**config.mk**
```make
export PLATFORM = sky130hd
export DESIGN_NAME = multi_channel_timer_flat
export DESIGN_NICKNAME = d
export VERILOG_FILES = /design/src/rtl/multi_channel_timer_pkg.sv /design/src/rtl/multi_channel_timer_if.sv /design/src/rtl/multi_channel_timer_channel.sv /design/src/rtl/multi_channel_timer.sv /design/src/flat_wrapper.sv
export SDC_FILE = /design/constraint.sdc
export NUM_CORES = 1
export LEC_CHECK = 0
export ABC_AREA = 1
export CORE_MARGIN = 5
export CORE_UTILIZATION = 35
export DETAILED_ROUTE_END_ITERATION = 16
export PLACE_DENSITY = 0.6
export SYNTH_ARGS = -nofsm -noshare
export SYNTH_HDL_FRONTEND = slang
export SYNTH_HIERARCHICAL = 1
export SYNTH_SLANG_ARGS = --single-unit
```
**constraint.sdc**
```tcl
create_clock -name clk -period 2.5 [get_ports clk]
set_input_delay 0.75 -clock clk [delete_from_list [all_inputs] [get_ports clk]]
set_output_delay 0.75 -clock clk [all_outputs]
set_load 0.05 [all_outputs]
```
**src/rtl/multi_channel_timer_pkg.sv**
```systemverilog
// Shared definitions for the multi-channel timer: default sizing,
// channel state encoding and prescaler width helper.
package multi_channel_timer_pkg;

  localparam int DEF_NUM_CH   = 4;
  localparam int DEF_COUNT_W  = 24;
  localparam int DEF_PRESCALE = 50;

  typedef enum logic {
    ST_IDLE = 1'b0,
    ST_RUN  = 1'b1
  } ch_state_e;

  // Prescaler counter width; a divide-by-1 still needs a 1-bit register.
  function automatic int pre_width(input int prescale);
    return (prescale > 1) ? $clog2(prescale) : 1;
  endfunction

endpackage

```
**src/rtl/multi_channel_timer_if.sv**
```systemverilog
// Control/status bundle between a timer user (master) and the timer (slave).
interface multi_channel_timer_if
  import multi_channel_timer_pkg::*;
#(
  parameter int NUM_CH  = DEF_NUM_CH,
  parameter int COUNT_W = DEF_COUNT_W
);

  logic                        enable;
  logic [NUM_CH-1:0]           start;
  logic [NUM_CH-1:0]           stop;
  logic [NUM_CH-1:0]           periodic;
  logic [NUM_CH*COUNT_W-1:0]   load_val;
  logic [NUM_CH-1:0]           busy;
  logic [NUM_CH-1:0]           done;
  logic [NUM_CH*COUNT_W-1:0]   count_out;

  modport master (
    output enable, start, stop, periodic, load_val,
    input  busy, done, count_out
  );

  modport slave (
    input  enable, start, stop, periodic, load_val,
    output busy, done, count_out
  );

endinterface

```
**src/rtl/multi_channel_timer_channel.sv**
```systemverilog
// One timer channel: IDLE/RUN FSM with a down-counter, latched period
// and mode. Per-cycle priority is stop > start > tick.
//
//   state   | meaning
//   --------+----------------------------------------------
//   ST_IDLE | counter parked at 0, waiting for a valid start
//   ST_RUN  | counting ticks down towards expiry
module multi_channel_timer_channel
  import multi_channel_timer_pkg::*;
#(
  parameter int COUNT_W = DEF_COUNT_W
) (
  input  logic               clk,
  input  logic               sync_resetn,
  input  logic               enable,
  input  logic               tick,
  input  logic               start,
  input  logic               stop,
  input  logic               periodic,
  input  logic [COUNT_W-1:0] load_val,
  output logic               busy,
  output logic               done,
  output logic [COUNT_W-1:0] count
);

  ch_state_e          state_q, state_d;
  logic [COUNT_W-1:0] count_q, count_d;
  logic [COUNT_W-1:0] period_q, period_d;
  logic               mode_q, mode_d;
  logic               done_q, done_d;
  logic               load_ok;

  assign load_ok = (load_val != '0);

  // State register; reset wins over enable.
  always_ff @(posedge clk) begin
    if (!sync_resetn) begin
      state_q  <= ST_IDLE;
      count_q  <= '0;
      period_q <= '0;
      mode_q   <= 1'b0;
      done_q   <= 1'b0;
    end else begin
      state_q  <= state_d;
      count_q  <= count_d;
      period_q <= period_d;
      mode_q   <= mode_d;
      done_q   <= done_d;
    end
  end

  // Next state and counter; done defaults low so it is always a single pulse.
  always_comb begin
    state_d  = state_q;
    count_d  = count_q;
    period_d = period_q;
    mode_d   = mode_q;
    done_d   = 1'b0;
    if (enable) begin
      case (state_q)
        ST_IDLE: begin
          if (!stop && start && load_ok) begin
            state_d  = ST_RUN;
            count_d  = load_val;
            period_d = load_val;
            mode_d   = periodic;
          end
        end
        ST_RUN: begin
          // A start with a zero period is an abort, same as stop.
          if (stop || (start && !load_ok)) begin
            state_d = ST_IDLE;
            count_d = '0;
          end else if (start) begin
            count_d  = load_val;
            period_d = load_val;
            mode_d   = periodic;
          end else if (tick) begin
            if (count_q > COUNT_W'(1)) begin
              count_d = count_q - COUNT_W'(1);
            end else begin
              done_d = 1'b1;
              if (mode_q) begin
                count_d = period_q;
              end else begin
                state_d = ST_IDLE;
                count_d = '0;
              end
            end
          end
        end
        default: begin
          state_d = ST_IDLE;
          count_d = '0;
        end
      endcase
    end
  end

  // Outputs straight from the registers.
  always_comb begin
    busy  = (state_q == ST_RUN);
    done  = done_q;
    count = count_q;
  end

endmodule

```
**src/rtl/multi_channel_timer.sv**
```systemverilog
// NUM_CH independent down-counting timers sharing one free-running prescaler.
// The prescaler is never restarted by a channel start, so the first tick
// lands 1..PRESCALE cycles after a start.
module multi_channel_timer
  import multi_channel_timer_pkg::*;
#(
  parameter int NUM_CH   = DEF_NUM_CH,
  parameter int COUNT_W  = DEF_COUNT_W,
  parameter int PRESCALE = DEF_PRESCALE
) (
  input  logic                   clk,
  input  logic                   sync_resetn,
  multi_channel_timer_if.slave   bus
);

  localparam int               PRE_W   = pre_width(PRESCALE);
  localparam logic [PRE_W-1:0] PRE_MAX = PRE_W'(PRESCALE - 1);

  logic [PRE_W-1:0] pre_q, pre_d;
  logic             tick;

  // Prescaler register.
  always_ff @(posedge clk) begin
    if (!sync_resetn) begin
      pre_q <= '0;
    end else begin
      pre_q <= pre_d;
    end
  end

  // Prescaler wrap and common tick, both gated by the global enable.
  always_comb begin
    pre_d = pre_q;
    tick  = 1'b0;
    if (bus.enable) begin
      if (pre_q == PRE_MAX) begin
        pre_d = '0;
        tick  = 1'b1;
      end else begin
        pre_d = pre_q + PRE_W'(1);
      end
    end
  end

  for (genvar i = 0; i < NUM_CH; i++) begin : g_ch
    multi_channel_timer_channel #(
      .COUNT_W (COUNT_W)
    ) u_ch (
      .clk         (clk),
      .sync_resetn (sync_resetn),
      .enable      (bus.enable),
      .tick        (tick),
      .start       (bus.start[i]),
      .stop        (bus.stop[i]),
      .periodic    (bus.periodic[i]),
      .load_val    (bus.load_val[i*COUNT_W +: COUNT_W]),
      .busy        (bus.busy[i]),
      .done        (bus.done[i]),
      .count       (bus.count_out[i*COUNT_W +: COUNT_W])
    );
  end

endmodule

```
**src/flat_wrapper.sv**
```systemverilog
// flat-port wrapper written by rule: the top's interface ports become plain ports
module multi_channel_timer_flat import multi_channel_timer_pkg::*;
#(
  parameter int NUM_CH   = DEF_NUM_CH,
  parameter int COUNT_W  = DEF_COUNT_W,
  parameter int PRESCALE = DEF_PRESCALE
)
  (clk, sync_resetn, bus_enable, bus_start, bus_stop, bus_periodic, bus_load_val, bus_busy, bus_done, bus_count_out);
  multi_channel_timer_if #(.NUM_CH(NUM_CH), .COUNT_W(COUNT_W)) bus_i ();
  input  logic clk;
  input  logic sync_resetn;
  input wire logic [$bits(bus_i.enable)-1:0] bus_enable;
  input wire logic [$bits(bus_i.start)-1:0] bus_start;
  input wire logic [$bits(bus_i.stop)-1:0] bus_stop;
  input wire logic [$bits(bus_i.periodic)-1:0] bus_periodic;
  input wire logic [$bits(bus_i.load_val)-1:0] bus_load_val;
  output wire logic [$bits(bus_i.busy)-1:0] bus_busy;
  output wire logic [$bits(bus_i.done)-1:0] bus_done;
  output wire logic [$bits(bus_i.count_out)-1:0] bus_count_out;
  assign bus_i.enable = bus_enable;
  assign bus_i.start = bus_start;
  assign bus_i.stop = bus_stop;
  assign bus_i.periodic = bus_periodic;
  assign bus_i.load_val = bus_load_val;
  assign bus_busy = bus_i.busy;
  assign bus_done = bus_i.done;
  assign bus_count_out = bus_i.count_out;
  multi_channel_timer #(.NUM_CH(NUM_CH), .COUNT_W(COUNT_W), .PRESCALE(PRESCALE)) u_core (.clk(clk), .sync_resetn(sync_resetn), .bus(bus_i));
endmodule
```
# == Yosys cells after proc, flatten, opt, wreduce, memory -nomap -nowiden ==
# Cells that the tools add are included.
# op_classes
add_sub_neg,5
mul,0
div_mod_pow,0
magnitude_cmp,4
n_eq_ne,17
shifts,0
mux,91
bitwise,7
n_reduce_logical,40
# ops
op,count
2-to-1 mux 24 bit,32
case mux 24 bit (2 select lines),8
greater-than comparator 24 x 1 -> 1 bit (second input constant),4
nonzero test 24 bit,4
subtractor 24 x 1 -> 24 bit (second input constant),4
2-to-1 mux 1 bit,42
!= test 2 bit (second input constant),12
OR reduction 6 bit,4
case mux 1 bit (2 select lines),8
AND reduction 4 bit,4
logical AND 1 bit,12
!= test 4 x 2 -> 1 bit (second input constant),3
AND reduction 3 bit,4
zero test 1 bit,8
inverter 1 bit,7
adder 6 x 1 -> 6 bit (second input constant),1
== test 6 bit (second input constant),1
2-to-1 mux 6 bit,1
logical OR 1 bit,4
!= test 4 x 3 -> 1 bit (second input constant),1
# word_totals
reg_bits,210
latch_bits,0
mem_bits_rw,0
rom_bits,0
inputBits,111
word_cells,185
mem_count,0

# == Depth between registers and ports, before layout ==
# Gate-level depths: netlist of the first run.
# depth
ltp_word,7
depth_mapped,15

# == By module ==
# The synthesis of the first run kept the hierarchy.
# modules_own_cells
mod,instances,cells_each,area_each_um2
multi_channel_timer_channel at u_core.g_ch[1].u_ch ...,3,562,3450.8
multi_channel_timer_channel at u_core.g_ch[0].u_ch,1,545,3513.4
multi_channel_timer,1,47,321.6

# == Worst setup path after synthesis of the first run ==
# Ideal clock, no wire load.
# synth_path
path_kind,input-to-reg
startpoint,input bus_enable
endpoint,register u_core.g_ch[0].u_ch.count_q[7]
setup_ps,109
t_arrival_ps,2016
path_slack_ps,375
stages,11
path_buffers,1
path_cell_list,inv_1 nor2_1 nand3_1 inv_1 nor3_1 nand3b_2 inv_2 clkbuf_1 nand3_1 nand2_1 inv_1
# synth_between
elab_chain_cells,3
# synth_rtl
element,line_no,rtl
from (decl),flat_wrapper.sv:12,input wire logic [$bits(bus_i.enable)-1:0] bus_enable;
2-to-1 mux 1 bit,multi_channel_timer.sv:35,if (bus.enable) begin
via u_core.tick,multi_channel_timer.sv:20,logic tick;
!= test 4 x 3 -> 1 bit (no line),-,
AND reduction 3 bit (no line),-,
to (signal assigned),multi_channel_timer_channel.sv:45,count_q <= count_d;
to (decl),multi_channel_timer_channel.sv:27,"logic [COUNT_W-1:0] count_q, count_d;"
# The timed path passes the listed nets, and every way through them passes these cells.
# A chain may end at the register's enable or synchronous reset.

# == Worst setup path after layout of the first run ==
# layout_path
startpoint,register u_core.g_ch[1].u_ch.count_q[13]
endpoint,output bus_count_out[37]
# layout_lines
element,line_no,rtl
from (decl),multi_channel_timer_channel.sv:27,
from (signal assigned),multi_channel_timer_channel.sv:45,
to (decl),flat_wrapper.sv:19,output wire logic [$bits(bus_i.count_out)-1:0] bus_count_out;
# No word-level cell between the ends.

==> results.sh, run 1 <==
export IMPL_worstHoldStart="u_core/g_ch[2].u_ch/period_q[6]$_SDFFE_PN0P_"
export IMPL_io_buffers=214
export IMPL_grt_pass1_wl_mm=85.1
export IMPL_synth_area_leader_cell="dfxtp_1"
export IMPL_multi_input_area_um2=8610
export IMPL_min_period_ps=2440
export IMPL_ys_seq_area_frac=0.296
export IMPL_cts_tree="yes"
export IMPL_hold_viol=0
export IMPL_syn_area_um2=14200
export IMPL_grt_max_degree=68
export IMPL_seqCellArea_um2=4200
export IMPL_rr_startpoint="u_core/g_ch[0].u_ch/count[0]$_SDFFE_PN0P_"
export IMPL_worstSetupEndpointType="output pin"
export IMPL_synth_commonest_cells="457 x nand2_1, 358 x nor2_1, 306 x o21ai_0"
export IMPL_synth_edf_count=0
export IMPL_finalMaxSlewViolations=0
export IMPL_grt_usage=0.230
export IMPL_ys_ff_latch=210
export IMPL_skew_ps=15.4
export IMPL_worst_path_buf_inv=1
export IMPL_power_density_nw_per_um2=598
export IMPL_finalCritPeriodShare=0.974
export IMPL_cpLargestDelayFamily="buffers and inverters"
export IMPL_cpMaxStageDelayCell="clkdlybuf4s50_1"
export IMPL_synth_top_cell_area_share=0.296
export IMPL_ctsLongestPathBuffers=3
export IMPL_pin_count=215
export IMPL_first_pass_iters=6
export IMPL_syn_instance_count=2278
export IMPL_rsz0062_at_grt="no"
export IMPL_crit_chain="clkdlybuf4s50_1"
export IMPL_reg2reg_slack_ps=150
export IMPL_syn_nets=2399
export IMPL_setup_violations=0
export IMPL_coreArea_um2=39900
export IMPL_yosys_most_used_dff="dfxtp_1"
export IMPL_whs_path_depth=2
export IMPL_final_layout_size_suffix_gt1_frac=0.149
export IMPL_cts_root_buf="clkbuf_16"
export IMPL_antenna_cells=0
export IMPL_area_growth_pct=33.3
export IMPL_synthArstFlopShare=0
export IMPL_clk_latency_ps=540
export IMPL_cap_violations=0
export IMPL_antenna_found_initial=0
export IMPL_num_fill_cells=4149
export IMPL_num_rows=73
export IMPL_avgViaCountPerCell=5.19
export IMPL_netlist_top_cells_area="dfxtp_1 30%, nand2_1 12%, o21ai_0 11%"
export IMPL_status="finished clean"
export IMPL_cts_max_level=1
export IMPL_arrival_ps=1690
export IMPL_crit_fanout=2
export IMPL_ant_nets=0
export IMPL_clock_sinks=210
export IMPL_drcViolationCount=0
export IMPL_wl_per_cell_um=17.0
export IMPL_ir_drop_v=0.000424
export IMPL_max_stage_delay_ps=810
export IMPL_r2r_end="u_core/g_ch[0].u_ch/count[14]$_SDFFE_PN0P_"
export IMPL_worstSetupPathType="register to output pin"
export IMPL_hold_end="u_core/g_ch[2].u_ch/period_q[6]$_SDFFE_PN0P_"
export IMPL_power_static_leakage_nw=8.90
export IMPL_finalPower_mw=11.3
export IMPL_max_slew_margin_rel=0.510
export IMPL_synth_most_common_cell="nand2_1"
export IMPL_grt_pass1_vias=15674
export IMPL_worst_slew_pin_slew_ps=733
export IMPL_clk_pin_slew_ps=60
export IMPL_synth_distinct_cells=46
export IMPL_finish_utilization=0.474
export IMPL_holdBufCountCts=0
export IMPL_drt_initial_drc_count=1228
export IMPL_reg2regPathDepth=11
export IMPL_worstSetupStartpointType="register"
export IMPL_initial_core_util=0.355
export IMPL_worstPathRequired_ps=1750
export IMPL_nets=2745
export IMPL_grt_overflow_total=0
export IMPL_gp_congestion=0.933
export IMPL_hpwl_mm=39.9
export IMPL_die_area_um2=44700
export IMPL_via_count=16410
export IMPL_max_freq_mhz=411
export IMPL_hold_path_class="register to register"
export IMPL_cts_buffers_inserted=27
export IMPL_yosys_warnings=6
export IMPL_die_w_um=211
export IMPL_die_height_um=211
export IMPL_synth_avg_cell_area_um2=6.23
export IMPL_totalWireLength_mm=53.9
[registers in the layout (all words and copies together), names as in the netlist]
register and count:
u_core/g_ch.u_ch/mode_q 4, u_core/g_ch.u_ch/period_q 96, u_core/g_ch.u_ch/done 4, u_core/g_ch.u_ch/count 96, u_core/pre_q 6, u_core/g_ch.u_ch/busy 4
[through the flow]
| stage | std cells | hold slack (ps) | setup TNS, ps | setup slack [ps] | area (um^2) |
|---|---|---|---|---|---|
| after CTS | 3164 | 449 | 0 | 1.55 | 18900 |
| after floorplan | 2278 | 424 | 0 | 375 | 14200 |
| after detailed placement | 3120 | 440 | -32540 | -485 | 18100 |
| after global placement | 3120 | 437 | -26920 | -469 | 18100 |
| after global routing | 3164 | 457 | 0 | 7.81 | 18900 |
| final | 3164 | 447 | 0 | 65.0 | 18900 |
[report_power, final]
part	switching [mW]	internal (mW)
Combinational	2.37	1.30
Clock	1.56	2.29
Sequential	0.234	3.55
Total	4.16	7.14
[final cells by class]
type / count / share of cell area
multi-input combinational: 1739 / 0.455
sequential: 210 / 0.222
timing repair buffer: 422 / 0.197
inverter: 224 / 0.0453
clock buffer: 39 / 0.0423
tap: 525 / 0.0347
clock inverter: 5 / 0.00304
[cell families (layout without fill, tap and decap cells)]
group / after synthesis / count (layout) / synth area share
AO/OA/AOI/OAI: 607 / 607 / 0.223
XOR/XNOR: 60 / 60 / 0.0370
adder cells (fa/ha/maj): 10 / 10 / 0.00882
buffers and inverters: 329 / 690 / 0.0970
flip-flops: 210 / 210 / 0.296
AND/OR/NAND/NOR: 1062 / 1062 / 0.338
[layer usage]
layer | global-route usage | up-vias | part of all wire
met1 | 0.321 | 7548 | 0.44
li1 | - | 8106 | -
met4 | 0.0711 | 0 | 0.029
met5 | 0 | - | 0
met3 | 0.0335 | 103 | 0.080
met2 | 0.370 | 653 | 0.45
[cell usage in the layout (no fill, tap or decap), types with 3 or more instances in the layout]
| cell type | Yosys | routed |
|---|---|---|
| dlygate4sd2_1 | 0 | 82 |
| ha_1 | 10 | 10 |
| nor2_4 | 22 | 22 |
| nand2_2 | 23 | 23 |
| xor2_1 | 45 | 45 |
| nor3_2 | 4 | 4 |
| nor3_1 | 17 | 17 |
| nand2_4 | 11 | 11 |
| inv_1 | 200 | 200 |
| clkinvlp_4 | 0 | 3 |
| buf_4 | 4 | 207 |
| nand3_2 | 10 | 10 |
| a21oi_1 | 238 | 238 |
| or2_2 | 4 | 4 |
| buf_12 | 0 | 11 |
| o21ai_1 | 17 | 17 |
| nor2_1 | 358 | 357 |
| inv_4 | 4 | 5 |
| clkbuf_16 | 0 | 27 |
| nand4_1 | 25 | 25 |
| dfxtp_1 | 210 | 210 |
| nand3b_4 | 3 | 3 |
| clkinv_2 | 3 | 4 |
| clkbuf_8 | 0 | 8 |
| nor2_2 | 26 | 27 |
| o21bai_1 | 5 | 5 |
| clkdlybuf4s50_1 | 0 | 116 |
| a211oi_1 | 9 | 9 |
| dlymetal6s2s_1 | 0 | 6 |
| o211ai_1 | 21 | 21 |
| clkbuf_1 | 68 | 4 |
| xnor2_1 | 15 | 15 |
| nor4_1 | 3 | 3 |
| nor4_2 | 3 | 3 |
| o21ai_0 | 306 | 306 |
| inv_2 | 11 | 10 |
| nand3_1 | 90 | 90 |
| nand2_1 | 457 | 457 |
| a31oi_1 | 6 | 6 |
| clkinv_1 | 6 | 6 |
[what timing repair did]
action	4_1_cts	5_1_grt
endpoints found under the setup margin	82	23
buffers inserted	0	0
resized for setup	82	8
[how the worst max path moves through the flow]
| stage | startpoint | endpoint | cells after the start |
|---|---|---|---|
| final | u_core/g_ch[1].u_ch/count[13]$_SDFFE_PN0P_ | bus_count_out[37] | 1 |
| after global routing | bus_load_val[84] | u_core/g_ch[3].u_ch/count[6]$_SDFFE_PN0P_ | 11 |
| after CTS | u_core/g_ch[1].u_ch/count[0]$_SDFFE_PN0P_ | bus_count_out[24] | 1 |
| after detailed placement | bus_load_val[68] | u_core/g_ch[2].u_ch/count[0]$_SDFFE_PN0P_ | 11 |
| after global placement | bus_load_val[68] | u_core/g_ch[2].u_ch/count[2]$_SDFFE_PN0P_ | 11 |
| after floorplan | bus_enable | u_core/g_ch[0].u_ch/count[7]$_SDFFE_PN0P_ | 11 |
Note: power is estimated with default switching activity, not from simulation.
==> run 2, diff against run 1 <==
--- a/config.mk
+++ b/config.mk
@@ -6,6 +6,7 @@
 export NUM_CORES = 1
 export LEC_CHECK = 0
 export ABC_AREA = 1
+export CAP_MARGIN = 5
 export CORE_MARGIN = 5
 export CORE_UTILIZATION = 35
 export DETAILED_ROUTE_END_ITERATION = 16
==> results of run 2 <==
The final DEF is identical to that of run 1; final timing and power are the same.
